$ cat config.mk
export PLATFORM = sky130hd
export DESIGN_NAME = rob_commit_ctrl
export DESIGN_NICKNAME = d
export VERILOG_FILES = /design/src/rtl/rob_pkg.sv /design/src/rtl/decoder5x32.sv /design/src/rtl/rob_commit_ctrl.sv
export SDC_FILE = /design/constraint.sdc
export NUM_CORES = 2
export LEC_CHECK = 0
export BUFFER_PORTS_ARGS = -buffer_cell sky130_fd_sc_hd__clkbuf_2
export CORE_UTILIZATION = 55
export DETAILED_ROUTE_END_ITERATION = 8
export PLACE_DENSITY = 0.71
export SETUP_SLACK_MARGIN = 0.02
export SYNTH_ARGS = -nofsm -noshare
export SYNTH_HDL_FRONTEND = slang
export SYNTH_SLANG_ARGS = --single-unit
$ cat constraint.sdc
create_clock -name clk -period 9.2 [get_ports clk]
set_input_delay 0 -clock clk [delete_from_list [all_inputs] [get_ports clk]]
set_output_delay 0 -clock clk [all_outputs]
set_load 0.01 [all_outputs]
$ cat src/rtl/rob_pkg.sv
// Shared types for the reorder buffer: entry layout, zero-register id, tag helper.
// Latency: n/a (types and constants only).
// Backpressure: n/a.
package rob_pkg;

    localparam int ENTRY_DATA_W = 32;

    // Architectural r31 always reads zero; writes to it never retire.
    localparam logic [4:0] ZERO_REG = 5'd31;

    typedef struct packed {
        logic                    valid;
        logic                    done;
        logic                    regWrite;
        logic [4:0]              dest;
        logic [ENTRY_DATA_W-1:0] data;
    } rob_entry_t;

    // Tags are 1-based so that tag 0 can mean "value lives in the register file".
    function automatic int tag_to_idx(input int tag);
        return tag - 1;
    endfunction

endpackage

$ cat src/rtl/decoder5x32.sv
// 5-to-32 one-hot decoder with enable; all zeros when disabled.
// Latency: combinational.
// Backpressure: none.
// Ports: en_i enable, addr_i select, onehot_o decoded vector.
module decoder5x32 (
    input  logic        en_i,
    input  logic [4:0]  addr_i,
    output logic [31:0] onehot_o
);

    always_comb begin
        onehot_o = 32'd0;
        if (en_i) begin
            onehot_o[addr_i] = 1'b1;
        end
    end

endmodule

$ cat src/rtl/rob_commit_ctrl.sv
// Reorder buffer: allocates tags at decode, marks entries done on writeback, retires in order.
// Latency: alloc/complete visible next cycle; commit_valid_o and resets_o combinational from state.
// Backpressure: alloc_ready_o drops when full or flushing; commit waits on commit_ready_i.
// Ports: alloc_* decode side, complete_* writeback bus, commit_* register file side,
//        commitReadAddr_o/commitReadData_i map-table commit read, resets_o map-table clears,
//        flush_i squash of all in-flight entries.
module rob_commit_ctrl
    import rob_pkg::*;
#(
    parameter int ROB_SIZE = 32,
    parameter int TAG_W    = $clog2(ROB_SIZE + 1),
    parameter int DATA_W   = 32
) (
    input  logic              clk,
    input  logic              reset_n,
    input  logic              alloc_valid_i,
    input  logic              alloc_regWrite_i,
    input  logic [4:0]        alloc_dest_i,
    output logic              alloc_ready_o,
    output logic [TAG_W-1:0]  alloc_tag_o,
    input  logic              complete_valid_i,
    input  logic [TAG_W-1:0]  complete_tag_i,
    input  logic [DATA_W-1:0] complete_data_i,
    output logic              commit_valid_o,
    input  logic              commit_ready_i,
    output logic              commit_regWrite_o,
    output logic [4:0]        commit_dest_o,
    output logic [DATA_W-1:0] commit_data_o,
    output logic [4:0]        commitReadAddr_o,
    input  logic [TAG_W-1:0]  commitReadData_i,
    input  logic              flush_i,
    output logic [31:0]       resets_o
);

    localparam int IDX_W = (ROB_SIZE > 1) ? $clog2(ROB_SIZE) : 1;
    localparam logic [TAG_W-1:0] FULL_CNT = TAG_W'(ROB_SIZE);
    localparam logic [IDX_W-1:0] LAST_IDX = IDX_W'(ROB_SIZE - 1);

    rob_entry_t        entries [ROB_SIZE];
    logic [IDX_W-1:0]  head;
    logic [IDX_W-1:0]  tail;
    logic [TAG_W-1:0]  count;

    logic              alloc_fire;
    logic              commit_fire;
    logic              comp_hit;
    logic [IDX_W-1:0]  comp_idx;
    logic [TAG_W-1:0]  head_tag;
    logic              commit_reset_en;
    logic [31:0]       commit_onehot;

    function automatic logic [IDX_W-1:0] ptr_inc(input logic [IDX_W-1:0] p);
        return (p == LAST_IDX) ? '0 : p + 1'b1;
    endfunction

    // Readiness uses registered count only, so a retiring entry frees its slot a cycle later.
    assign alloc_ready_o  = (count != FULL_CNT) & ~flush_i;
    assign alloc_tag_o    = TAG_W'(tail) + 1'b1;
    assign alloc_fire     = alloc_valid_i & alloc_ready_o;

    assign head_tag       = TAG_W'(head) + 1'b1;
    assign commit_valid_o = entries[head].valid & entries[head].done & ~flush_i;
    assign commit_fire    = commit_valid_o & commit_ready_i;

    assign commit_regWrite_o = entries[head].regWrite;
    assign commit_dest_o     = entries[head].dest;
    assign commit_data_o     = DATA_W'(entries[head].data);
    assign commitReadAddr_o  = entries[head].dest;

    // The slot being allocated this cycle is still invalid here, so a same-cycle
    // completion to it falls out of the valid check without a special case.
    assign comp_idx = IDX_W'(tag_to_idx(int'(complete_tag_i)));
    assign comp_hit = complete_valid_i & ~flush_i
                    & (complete_tag_i != '0)
                    & (complete_tag_i <= FULL_CNT)
                    & entries[comp_idx].valid;

    // Clear the map entry only if it still names this tag; a younger rename keeps its mapping.
    assign commit_reset_en = commit_fire & entries[head].regWrite & (commitReadData_i == head_tag);

    decoder5x32 u_reset_dec (
        .en_i     (commit_reset_en),
        .addr_i   (entries[head].dest),
        .onehot_o (commit_onehot)
    );

    assign resets_o = commit_onehot | {32{flush_i}};

    always_ff @(posedge clk or negedge reset_n) begin
        if (!reset_n) begin
            head  <= '0;
            tail  <= '0;
            count <= '0;
            for (int i = 0; i < ROB_SIZE; i++) begin
                entries[i] <= '0;
            end
        end else if (flush_i) begin
            head  <= '0;
            tail  <= '0;
            count <= '0;
            for (int i = 0; i < ROB_SIZE; i++) begin
                entries[i].valid <= 1'b0;
                entries[i].done  <= 1'b0;
            end
        end else begin
            if (comp_hit) begin
                entries[comp_idx].done <= 1'b1;
                entries[comp_idx].data <= ENTRY_DATA_W'(complete_data_i);
            end
            if (commit_fire) begin
                entries[head].valid <= 1'b0;
                head <= ptr_inc(head);
            end
            if (alloc_fire) begin
                entries[tail].valid    <= 1'b1;
                entries[tail].done     <= 1'b0;
                entries[tail].regWrite <= alloc_regWrite_i & (alloc_dest_i != ZERO_REG);
                entries[tail].dest     <= alloc_dest_i;
                tail <= ptr_inc(tail);
            end
            case ({alloc_fire, commit_fire})
                2'b10:   count <= count + 1'b1;
                2'b01:   count <= count - 1'b1;
                default: count <= count;
            endcase
        end
    end

endmodule
==> reports/qor.txt <==
RSZ-0062 raised after global routing = no
Critical Path End Type = output pin
Worst Path Arrival = 5980 ps
Worst Skew = 17.7 ps
Antenna Nets Post-Route = 0
r2r startpoint = head[0]
Syn Area/Cell = 14.0 µm²
Pwr Density = 189 mW/mm²
Post-Syn Area = 0.0601 mm²
most common cell after layout, fill and taps aside = dfrtp_1
Iter 0 DRT Violations = 3620
FFs w/ async S/R, synth = 100%
CTS tree = yes
crit-path cells = buf_4, buf_4, mux4_2, a22oi_1, nand4_1, or2_2, nor2_1, a21o_1, clkbuf_2
Syn Inst Count = 4289
Fin Setup TNS = 0 ps
die area = 0.111 mm²
chip width = 333 µm
fill cell count = 8026
number of global-route vias before repair = 38600
Comb pwr share = 6.5%
HP Start = complete_data_i[25]
crit-path max cell delay = 940 ps
Max clock buf depth = 3
internal power = 9.71 mW
end of the worst hold path = entries[185]
total power = 12.6 mW
synthesis-to-layout area growth = 10.6%
Rel. slew slack = 13.6%
most frequent CP cell = buf_4
Final Util = 61.7%
via count = 37200
post-CTS setup buffer count = 0
WHS = 37.6 ps
Tightest Pin Transition = 1300 ps
Post-synth EDFFs = 0
#FFs+latches synth = 1296
final wirelength = 158000 µm
DR vias/cell = 6.45
global-route wire length before repair = 245000 µm
Worst-path clk slew = 60 ps
Synth Net Count = 4365
commonest non-fill, non-tap cells in the layout = 1294 x dfrtp_1, 846 x mux2_2, 435 x nand2_1
slowest CP cell = buf_4
Clk network pwr share = 44.7%
TritonCTS buffer count = 138
Pleak = 31.9 nW
Initial Util = 55.8%
post-detail-place hpwl = 89500 µm
WL/cell = 27.4 µm
post-synthesis sequential area ratio = 53.9%
antenna violations before repair = 4
total track usage = 29.3%
Highest Clock Rate = 167 MHz
DR pass1 iterations = 7
switch share = 22.8%
CORE AREA = 0.108 mm²
layout cell share with drive strength beyond 1 = 36.7%
Netlist cell types = 71
pins over their slew limit = 0
Final Setup Violations = 0
sw power = 2.87 mW
hold depth = 2
row count = 120
crit path kind = flip-flop to output pin
hold crit path type = input pin to flip-flop
FF-to-FF path depth = 11
Final Wtd Congestion = 0.945
Crit Path Max Fanout = 52
clock root buffer = clkbuf_16
H-Tree Depth = 4
CTS Sinks = 1296
total congestion overflow = 0
I/O Buffers = 138
IO Count = 139
clock latency on the worst-skew pair = 760 ps
VDD IR max = 0.173 mV
register share of total power = 48.8%
post-layout minimum cycle time = 5980 ps
R2R setup slack = 3950 ps
WP data required = 9200 ps
status = finished clean
number of synthesis warnings = 0
top_reg_cell synth = dfrtp_1
startpoint types = flip-flop
Hold Vio Cnt, Final = 0
largest net degree at the start of global routing = 181
fin crit share = 65.0%
nets = 4345
reg2reg end = count[2]
Max-Cap Viols = 0
Post-route DRC = 0
Die Ht = 333 µm
-- how the worst max path moves through the flow --
stage / from / endpoint / slack [ps] / depth (start not counted)
finish: head[0] / resets_o[0] / 3220 / 9
global route: head[0] / resets_o[17] / 2880 / 9
CTS: head[0] / commit_data_o[26] / 3190 / 7
detailed placement: head[0] / commit_data_o[26] / 3980 / 7
global placement: head[0] / commit_data_o[26] / 3990 / 7
floorplan: head[1] / count[5] / 5520 / 15
-- cells by family after synthesis --
| kind of cell | share of synthesized area, % |
|---|---|
| multiplexers | 32.1 |
| adder cells (fa/ha/maj) | 0.429 |
| flip-flops | 53.9 |
| buffers and inverters | 3.22 |
| XOR/XNOR | 0.160 |
| AO/OA/AOI/OAI | 4.50 |
| AND/OR/NAND/NOR | 5.61 |
-- timing repair --
item / 4_1_cts / 5_1_grt
hold endpoints to repair: 1201 / 0
resized for setup: 0 / 0
hold buffers: 43 / 0
endpoints found under the setup margin: 0 / 0
-- per-stage QoR --
step | instances | setup slack, ps | instance area, µm²
finish | 5772 | 3220 | 66500
global route | 5772 | 2880 | 66500
CTS | 5770 | 3190 | 66500
global placement | 5489 | 3990 | 61400
floorplan | 4289 | 5520 | 60100
detailed placement | 5489 | 3980 | 61400
-- power by group through the flow --
stage               clock (mW)  sequential (mW)  combinational, mW
floorplan                    0             6.19              0.525
global placement             0             6.23              0.779
detailed placement           0             6.24              0.800
CTS                       5.71             6.14              0.820
global route              5.93             6.18              0.890
finish                    5.63             6.14              0.812
-- cells in the mapped netlist, types with 6 or more instances --
cell type     n  area, µm²
dfrtp_1    1296      32400
mux2_2      846       9530
nand2_1     435       1630
mux4_2      285       6420
mux2_1      227       2560
clkbuf_1    187        702
buf_2       146        731
a22oi_1     141       1060
mux2i_1      82        821
o21ai_0      81        405
nand3_1      50        250
nor2_1       47        176
a21oi_1      45        225
nand4_1      40        250
o22ai_1      39        244
a21o_1       36        270
buf_1        30        113
inv_1        30        113
buf_4        21        158
nor3_1       21        105
ha_1         19        238
and3_1       18        113
a211oi_1     17        128
nor4_1       11       68.8
buf_6        10        113
nand4_4      10        213
o211a_1      10        100
a31oi_1       9       56.3
nor3b_1       7       52.6
xnor2_1       7       61.3
or4bb_1       6       67.6
-- routing by layer --
metal  vias up  share of wire (%)  routed length (µm)  track usage, %
li1      15700                  -                   -               -
met1     19800                 43               67200            41.4
met2      1332                 47               74800            45.7
met3       352                6.7               10700            5.56
met4         4                3.4                5390            10.2
met5         -              0.019                  30               0
-- state kept, by name, summed over array words and instances, names as in the netlist --
name     cells
count        6
entries   1280
head         5
tail         5
-- layout make-up --
class | instances | area, µm² | area share [%]
Timing Repair Buffer | 235 | 1650 | 2.48
Sequential cell | 1296 | 32400 | 48.8
Multi-Input combinational cell | 2568 | 25900 | 39.0
Inverter | 30 | 113 | 0.169
Antenna cell | 2 | 5.00 | 0.00753
Clock inverter | 39 | 459 | 0.691
Clock buffer | 199 | 4130 | 6.22
Tap cell | 1403 | 1760 | 2.64
-- worst max-delay path, delay by kind of cell, from the launching register on --
kind	cells	cell delay (ps)
compound gates	2	620
buf+inv	3	1880
flops	1	740
mux	1	610
simple gates	3	1220
No activity file was read; power rests on OpenSTA's default activity.
